===== config.mk =====
export PLATFORM = sky130hd
export DESIGN_NAME = pc_calc
export DESIGN_NICKNAME = d
export VERILOG_FILES = /design/src/rtl/pc_calc.sv
export SDC_FILE = /design/constraint.sdc
export NUM_CORES = 1
export LEC_CHECK = 0
export BUFFER_PORTS_ARGS = -buffer_cell sky130_fd_sc_hd__clkbuf_2
export CELL_PAD_IN_SITES_DETAIL_PLACEMENT = 0
export CELL_PAD_IN_SITES_GLOBAL_PLACEMENT = 2
export CORE_MARGIN = 2
export CORE_UTILIZATION = 28
export DETAILED_ROUTE_END_ITERATION = 12
export PLACE_DENSITY_LB_ADDON = 0.25
export RECOVER_POWER = 25
export SYNTH_ARGS = -nofsm -noshare
export SYNTH_HDL_FRONTEND = slang
export SYNTH_SLANG_ARGS = --single-unit

===== constraint.sdc =====
create_clock -name clk -period 4.13 [get_ports clk]
set_input_delay 0 -clock clk [delete_from_list [all_inputs] [get_ports clk]]
set_output_delay 0 -clock clk [all_outputs]
set_load 0.02 [all_outputs]

===== src/rtl/pc_calc.sv =====
// Next-PC datapath for a MIPS-style fetch stage: computes PC+4, branch and jump
// targets combinationally and registers the selected next PC.
module pc_calc #(
   parameter logic [31:0] RESET_PC = 32'h0000_3000
) (
   input  logic        clk,
   input  logic        reset,
   input  logic [31:0] instr,
   input  logic [31:0] PC,
   input  logic        PCSrc,
   input  logic        Jump,
   output logic [31:0] NPC,
   output logic [31:0] PC_plus_4,
   output logic [31:0] PC_q
);

   logic [31:0] branch_offset;
   logic [31:0] branch_target;
   logic [31:0] jump_target;

   // Sign-extended word offset; the opcode field is deliberately not decoded here.
   assign branch_offset = {{14{instr[15]}}, instr[15:0], 2'b00};
   assign PC_plus_4     = PC + 32'd4;
   assign branch_target = PC_plus_4 + branch_offset;
   assign jump_target   = {PC_plus_4[31:28], instr[25:0], 2'b00};

   // Jump outranks a taken branch when both are asserted.
   always_comb begin
      NPC = PC_plus_4;
      if (Jump) begin
         NPC = jump_target;
      end else if (PCSrc) begin
         NPC = branch_target;
      end
   end

   always_ff @(posedge clk) begin
      if (reset) begin
         PC_q <= RESET_PC;
      end else begin
         PC_q <= NPC;
      end
   end

endmodule


==> reports/metrics.cfg <==
[global_routing]
grt_pass1_wl_mm = 22.9
globalRouteTotalUtil_pct = 20.1
grt_pass1_vias = 4228
grt-ovfl-total = 0
antenna_found_initial = 0
grt_max_degree = 33

[cts]
cts_made_buffers = 5
cts_tree = yes
clkTransAtPathRegs_ns = 0.06
htree_levels = 2
clock_tree.buffer_depth = 2
cts-root-buf = clkbuf_16
cts_sinks = 32
cts_resized = 0

[floorplanning]
die_w_um = 121
die-area_mm2 = 0.0146
fp.dieH_um = 121
rows = 42
start_util_pct = 28.8
io_pins = 164
design.core.area_mm2 = 0.0133

[timing]
clock.fmax_mhz = 279
post-route-min-period_ns = 3.58
final-setup-viol-count = 0
finalCritPeriodShare_pct = 86.6
worst_slack_ns = 0.552
rsz0062_at_grt = no
hold_viol = 0
slew_headroom_pct = -21.3
final_max_slew_viol_count = 33
tns_ns = 0
worstMarginPinSlew_ns = 1.82

[finish]
layout.cells.most_common = clkbuf_2
antenna_cells = 0
fin_nets = 790
reg_top3 = PC_q (32)
syn_to_final_growth_pct = 30.1
top_register = PC_q
num-fill-cells = 1490
largest_reg_flops = 32
drive_gt1_share_pct = 25.5
mostFrequentLayoutCells = 127 x clkbuf_2, 59 x a21oi_1, 51 x nor2_1

[run]
cap_violations = 1

[routing]
drt_iter0_markers = 265
avgRoutedWirePerCell_um = 17.3
vias = 4499
wl_mm = 14.9
drc = 0
drt_pass1_iterations = 4
ant_nets = 0
viasPerCell = 5.22

[min_path]
min_from = instr[18]
hold_class = in -> reg
whs_path_depth = 3
min_to = PC_q[20]$_SDFF_PP0_

[synth]
ys_ff_latch = 32
syn-num-nets = 634
synthTopCellsByArea = dfxtp_1 17%, ha_1 12%, a21oi_1 7.7%
synth.distinct_cells = 66
yosys_most_used_dff = dfxtp_1
synth_edf_count = 0
synth_top_area_cell = dfxtp_1
avgSynthCellArea_um2 = 7.24
ys_seq_area_share_pct = 16.7
async_reset_ff_share_pct = 0
synthCells = 529
yosysWarningCount = 0
syn-cell-area_mm2 = 0.00383
yosysTopAreaCellShare_pct = 16.7

[run_status]
violations = capacitance limit, slew limit
status = finished with violations

[pwr]
powerDensity_mw_per_mm2 = 297
leakage_nw = 2.24
ir_drop_v = 0.000125

[worst_setup_path]
worstSetupPathType = in -> out
worst_setup_path_start_kind = input pin
required_ns = 4.13
cp_data_arrival_time_ns = 3.58
cp_max_fo = 6
endpoint_kind = output pin

[placement]
place_ws_ns = 0.565
port_buffers = 157
dp_hpwl_mm = 12.0
gp_congestion = 0.873

Yosys cell counts, drive strengths merged (8+ instances only):
library cell,instances
dfxtp,32
nor2b,16
nand4,16
ha,36
buf,8
nor3,19
clkbuf,16
xnor2,21
o21ai,27
o22ai,10
nor2,51
inv,18
a211oi,12
xor2,22
a21oi,60
nand2,48
and3,10
nand3,21
final cells by class:
| cell class | count | area [um2] | area share (%) |
|---|---|---|---|
| multi-input combinational | 455 | 3020 | 60.6 |
| timing repair buffer | 173 | 870 | 17.4 |
| sequential | 32 | 641 | 12.9 |
| tap | 176 | 220 | 4.42 |
| clock buffer | 6 | 129 | 2.59 |
| inverter | 18 | 67.6 | 1.36 |
| clock inverter | 2 | 35.0 | 0.703 |
critical path, cell delays in order:
cell and delay, ns:
clkbuf_2 0.12, nand4_1 0.22, or3_1 0.55, nor2_1 0.17, xor2_1 0.42, ha_1 0.36
nand2_1 0.09, o21ai_0 0.17, or2_2 0.33, o21ai_1 0.41, a31oi_1 0.22, nor3_1 0.28
nor2_1 0.08, clkbuf_2 0.16
worst max path at each step:
stage,from,to,slack [ns],cells after the start
after floorplan,PC[2],NPC[27],0.84,13
after global placement,PC[2],NPC[31],0.61,15
after detailed placement,PC[2],PC_q[31]$_SDFF_PP0_,0.57,14
after CTS,PC[2],NPC[31],0.56,15
after global routing,PC[2],NPC[31],0.20,15
final,PC[8],NPC[31],0.55,14
metal layers:
layer / track usage (%) / share of wire [%] / routed length [um]
met5: 0 / 0 / 0
met2: 32.6 / 46 / 6800
met4: 3.78 / 0.78 / 116
met3: 2.77 / 4.9 / 727
met1: 28.4 / 49 / 7300
cell families after synthesis:
family	after synthesis	share of synthesized area (%)
buffers and inverters	42	4.38
AO/OA/AOI/OAI	158	26.5
XOR/XNOR	43	9.83
multiplexers	11	3.17
AND/OR/NAND/NOR	206	27.1
flip-flops	32	16.7
adder cells (fa/ha/maj)	37	12.3
through the flow:
step	area, um2	hold WS, ns	power, W	utilization, %	cells
floorplan	3830	0.0760	0.000809	-	529
global placement	4840	0.231	0.00104	36.4	852
detailed placement	4840	0.234	0.00104	36.4	852
CTS	5020	0.0245	0.00149	37.8	862
global route	4980	0.0524	0.00157	37.5	862
finish	4980	0.0207	0.00148	37.5	862
repair_timing:
action | CTS | global route
hold buffers | 2 | 0
buffers inserted | 0 | 0
hold endpoints to repair | 2 | 0
power by group:
group          switching, W  leakage, nW  internal, W
registers        0.00000742        0.267     0.000336
logic              0.000446         1.89     0.000243
clock network      0.000161       0.0808     0.000284
total              0.000615         2.24     0.000863
No activity file was read; power rests on OpenSTA's default activity.
